$ cat src/rtl/aes_pkg.sv
// Shared definitions for the iterative AES round sequencer.
//   seq_state_t  : sequencer FSM encoding (IDLE, ROUND, DONE)
//   AES_BLOCK_W  : AES block / round-key width in bits
//   AES128_NR    : round count for AES-128
package aes_pkg;

  localparam int unsigned AES_BLOCK_W = 128;
  localparam int unsigned AES128_NR   = 10;

  typedef enum logic [1:0] {
    IDLE  = 2'd0,
    ROUND = 2'd1,
    DONE  = 2'd2
  } seq_state_t;

endpackage : aes_pkg

$ cat src/rtl/aes_round_sequencer.sv
// Iterative AES round controller. Accepts one block per valid/ready
// transaction, applies the initial AddRoundKey, then steps an external
// combinational round datapath through NR rounds while indexing the
// external round-key store, and presents the result until consumed.
//
// Ports:
//   clk, rst_n             clock, async active-low reset
//   in_valid/in_ready      block input handshake (in_ready high only in IDLE)
//   in_encrypt, in_block   direction and block, sampled on accept
//   flush                  synchronous abort back to IDLE (highest priority)
//   rk_idx / rk            round-key index request / key returned same cycle
//   dp_state, dp_encrypt,  state register, latched direction and final-round
//   dp_last                flag driven to the round datapath
//   dp_result              datapath output for the current round
//   out_valid/out_ready    result handshake, out_block holds the result
//   busy                   high while a block is in ROUND or DONE
module aes_round_sequencer
  import aes_pkg::*;
#(
  parameter int unsigned NR       = AES128_NR,
  parameter int unsigned RK_IDX_W = 4
) (
  input  logic                   clk,
  input  logic                   rst_n,

  input  logic                   in_valid,
  output logic                   in_ready,
  input  logic                   in_encrypt,
  input  logic [AES_BLOCK_W-1:0] in_block,
  input  logic                   flush,

  output logic [RK_IDX_W-1:0]    rk_idx,
  input  logic [AES_BLOCK_W-1:0] rk,

  output logic [AES_BLOCK_W-1:0] dp_state,
  output logic                   dp_encrypt,
  output logic                   dp_last,
  input  logic [AES_BLOCK_W-1:0] dp_result,

  output logic                   out_valid,
  input  logic                   out_ready,
  output logic [AES_BLOCK_W-1:0] out_block,
  output logic                   busy
);

  localparam logic [RK_IDX_W-1:0] NR_IDX   = RK_IDX_W'(NR);
  localparam logic [RK_IDX_W-1:0] ZERO_IDX = RK_IDX_W'(0);
  localparam logic [RK_IDX_W-1:0] ONE_IDX  = RK_IDX_W'(1);

  seq_state_t             state_q, state_d;
  logic [AES_BLOCK_W-1:0] data_q,  data_d;
  logic                   enc_q,   enc_d;
  logic [RK_IDX_W-1:0]    r_q,     r_d;

  logic                   last_round;

  assign last_round = (r_q == NR_IDX);

  // State register
  always_ff @(posedge clk or negedge rst_n) begin
    if (!rst_n) begin
      state_q <= IDLE;
      data_q  <= '0;
      enc_q   <= 1'b0;
      r_q     <= '0;
    end else begin
      state_q <= state_d;
      data_q  <= data_d;
      enc_q   <= enc_d;
      r_q     <= r_d;
    end
  end

  // Next-state and datapath-control decode
  always_comb begin
    state_d = state_q;
    data_d  = data_q;
    enc_d   = enc_q;
    r_d     = r_q;
    rk_idx  = ZERO_IDX;
    dp_last = 1'b0;

    unique case (state_q)
      IDLE: begin
        // Initial AddRoundKey uses key 0 forward, key NR backward.
        rk_idx = in_encrypt ? ZERO_IDX : NR_IDX;
        if (in_valid) begin
          state_d = ROUND;
          data_d  = in_block ^ rk;
          enc_d   = in_encrypt;
          r_d     = ONE_IDX;
        end
      end

      ROUND: begin
        rk_idx  = enc_q ? r_q : (NR_IDX - r_q);
        dp_last = last_round;
        data_d  = dp_result;
        if (last_round) begin
          state_d = DONE;
        end else begin
          r_d = r_q + ONE_IDX;
        end
      end

      DONE: begin
        if (out_ready) begin
          state_d = IDLE;
          r_d     = ZERO_IDX;
        end
      end

      default: begin
        state_d = IDLE;
        r_d     = ZERO_IDX;
      end
    endcase

    // Abort discards the in-flight block; state and direction are kept.
    if (flush) begin
      state_d = IDLE;
      data_d  = data_q;
      enc_d   = enc_q;
      r_d     = ZERO_IDX;
    end
  end

  // Status and data outputs decode straight from registers
  assign in_ready   = (state_q == IDLE);
  assign out_valid  = (state_q == DONE);
  assign busy       = (state_q == ROUND) || (state_q == DONE);
  assign dp_state   = data_q;
  assign out_block  = data_q;
  assign dp_encrypt = enc_q;

endmodule : aes_round_sequencer

$ cat config.mk
export PLATFORM = sky130hd
export DESIGN_NAME = aes_round_sequencer
export DESIGN_NICKNAME = d
export VERILOG_FILES = /design/src/rtl/aes_pkg.sv /design/src/rtl/aes_round_sequencer.sv
export SDC_FILE = /design/constraint.sdc
export NUM_CORES = 1
export LEC_CHECK = 0
export ABC_AREA = 1
export BUFFER_PORTS_ARGS = -buffer_cell sky130_fd_sc_hd__buf_2
export CORE_AREA = 2 2 258 260
export CTS_CLUSTER_SIZE = 25
export DETAILED_ROUTE_END_ITERATION = 10
export DIE_AREA = 0 0 260 262
export SYNTH_ARGS = -nofsm -noshare
export SYNTH_HDL_FRONTEND = slang
export SYNTH_SLANG_ARGS = --single-unit
$ cat constraint.sdc
create_clock -name clk -period 2 [get_ports clk]
set_input_delay 0.3 -clock clk [delete_from_list [all_inputs] [get_ports clk]]
set_output_delay 0.3 -clock clk [all_outputs]
set_load 0.02 [all_outputs]
==> qor.txt <==
Run status -> finished, final reports clean
Final Critical Period -> 1.921 ns
Hold_ws -> 0.1370 ns
Sequential cell area -> 0.003382 mm²
Static leakage -> 7.652 nW
Final period utilization -> 0.9604
Crit end category -> output pin
WP data required -> 1.70 ns
Count leader, synth -> nand2_1
Max cap viols -> 0
I/O pins -> 655
CTS sink cnt -> 135
Initial DRC count -> 466
Worst Path Max Fanout -> 4
#FFs+latches synth -> 135
Layout cells sized above 1 -> 0.4263
CTS H-tree depth -> 4
Crit Path Class -> register to output pin
Synthesis-to-layout area growth -> 45.90%
Final setup TNS -> 0 ns
Max Clock Freq -> 520.6 MHz
Via density -> 3.698
Power per standard cell area -> 1588 mW/mm²
Post-synth EDFFs -> 0
Synth async-reset ratio -> 1.000
R2R Setup Slk -> 0.08 ns
GR Overflow Total -> 0
Clock slew at reported path FFs -> 0.07 ns
Die area -> 0.06812 mm²
Crit path arrival time -> 1.62 ns
Post-Syn Instances -> 1416
Mean Syn Cell Area -> 6.747 µm²
WHS Endpoint -> dp_encrypt
Final Core Density -> 0.2136
Antenna violations before repair -> 10
Die X-Extent -> 260 µm
Die Ht -> 262 µm
Nets -> 2358
# fillers -> 7352
Final Hold Viols -> 0
Clk_skew -> 0.007867 ns
Yosys top cell by area -> dfrtp_1
DRC Markers -> 0
Post-synth top cells -> nand2_1, inv_1, buf_4, o21ai_0, nor2_1
Largest net degree at the start of global routing -> 69
GP Congestion -> 0.8486
Post-DR wirelength/cell -> 13.12 µm
Vias in the first global route -> 9438
Core area -> 0.06528 mm²
Rel. slew slack -> 0.7131
Clock buffer depth -> 2
Mapped cell area -> 0.009554 mm²
TritonCTS clock tree -> done
Clk Latency, worst-skew pair -> 0.46 ns
Cell row count -> 94
Final setup viols -> 0
Drt total wl -> 37.34 mm
Total track usage -> 0.1041
Synth warn -> 0
Hold_sp -> in_valid
Hold path depth -> 3
Initial Utilization -> 0.1464
Worst R2R Start -> state_q[0]
Total power -> 22.13 mW
Syn nets -> 1812
IO buf count -> 654
Worst reg2reg path depth -> 9
Cell variety after synth -> 22
Actual slew at the worst max-slew pin -> 0.4303 ns
Total vias in the final route -> 10520
Max-slew violations -> 0
Nature of the critical path startpoint -> register
Seq/Total Area, Yosys -> 0.3536
Post-DP HPWL -> 29.34 mm
Area fraction of the dominant cell type after synthesis -> 0.3536
Hold crit path type -> primary input to register
RSZ-0062 raised after global routing -> yes
Clk Tree Root Cell -> clkbuf_16
Dominant cells by area after synthesis -> dfrtp_1, nand2_1, buf_4
Post-route ant nets -> 0
Area used by multi-input combinational logic -> 0.004375 mm²
Global-route wire length before repair -> 52.90 mm
Primary FF master, synth -> dfrtp_1
Number of CTS-inserted buffers -> 17
RR Endpoint -> dp_state[14]
Drt first pass iters -> 5
Peak supply drop -> 0.0006874 V
layout by cell type, fill, tap and decap left out, types with 9 or more instances in the layout:
cell,synthesis,layout
buf_2,18,649
o21ai_1,45,46
nand2_1,535,532
buf_12,0,9
inv_1,143,138
buf_4,140,40
clkbuf_16,0,17
nor2_1,136,134
o21ai_0,140,138
buf_6,15,9
o21ai_2,77,78
dfrtp_1,135,132
kinds of logic (layout without fill, tap and decap cells):
logic type	Yosys count	count (layout)	share of synthesized area
DFF	135	135	0.3536
xor gates and xnor gates	1	1	0.0009169
other	0	6	0
buffers and inverters	329	888	0.1984
and+or+nand+nor	676	676	0.2670
adders and majority gates	6	6	0.007857
AOI/OAI and AO/OA	269	269	0.1722
power breakdown:
part	switching, mW	internal (mW)	leakage, nW
sequential	1.41	4.07	1.67
combinational	8.58	4.84	5.71
clock	1.33	1.90	0.276
per-layer routing:
metal | routed length [µm] | GRT usage | part of all wire
met1 | 14960 | 0.1175 | 0.40
met2 | 18280 | 0.1767 | 0.49
met3 | 2473 | 0.03000 | 0.066
met4 | 1608 | 0.05795 | 0.043
met5 | 23 | 0 | 0.00062
registers in the layout (all words and copies together) (netlist names):
| signal | flops |
|---|---|
| r_q | 4 |
| state_q | 2 |
| dp_encrypt | 1 |
| dp_state | 128 |
how the worst max path moves through the flow:
| stage | startpoint | end | slack [ns] | cells past startpoint |
|---|---|---|---|---|
| 6_report | r_q[1] | rk_idx[3] | 0.08 | 7 |
| 3_3_place_gp | state_q[1] | dp_state[90] | 0.19 | 9 |
| 4_1_cts | state_q[1] | rk_idx[2] | -0.006 | 6 |
| 3_5_place_dp | state_q[1] | dp_state[14] | 0.19 | 9 |
| 5_1_grt | r_q[1] | rk_idx[3] | -0.03 | 7 |
| 2_1_floorplan | state_q[1] | rk_idx[1] | 0.18 | 7 |
area by class of cell:
type                    instances  share of cell area
multi-input cells             952              0.3139
repair buffers                712              0.2841
flip-flops and latches        135              0.2426
well taps                     864             0.07755
inverters                     144             0.03896
clock buffers                  21             0.03303
clock inverters                11            0.008796
diodes                          6            0.001077
worst max-delay path, stage by stage, from the launching register on:
cell and delay, ns:
dfrtp_2 0.46, buf_6 0.14, nand2_1 0.07, nand3_2 0.08
nand2_2 0.08, nand2_2 0.05, o22ai_2 0.13, buf_6 0.14
repair_timing:
item	in CTS	in global routing
gates resized for setup	19	21
buffers inserted	5	7
cloned	2	0
pin swaps	4	5
hold buffers	1	0
hold endpoints to repair	36	0
setup endpoints to repair	4	8
stage by stage:
stage / area [µm²] / setup slack (ns) / cells
after floorplan: 9554 / 0.1823 / 1416
after global placement: 13030 / 0.1917 / 2792
after detailed placement: 13030 / 0.1898 / 2792
after CTS: 13790 / -0.005621 / 2832
after global routing: 13940 / -0.02845 / 2845
final: 13940 / 0.07927 / 2845
(Power assumes the default switching activity.)
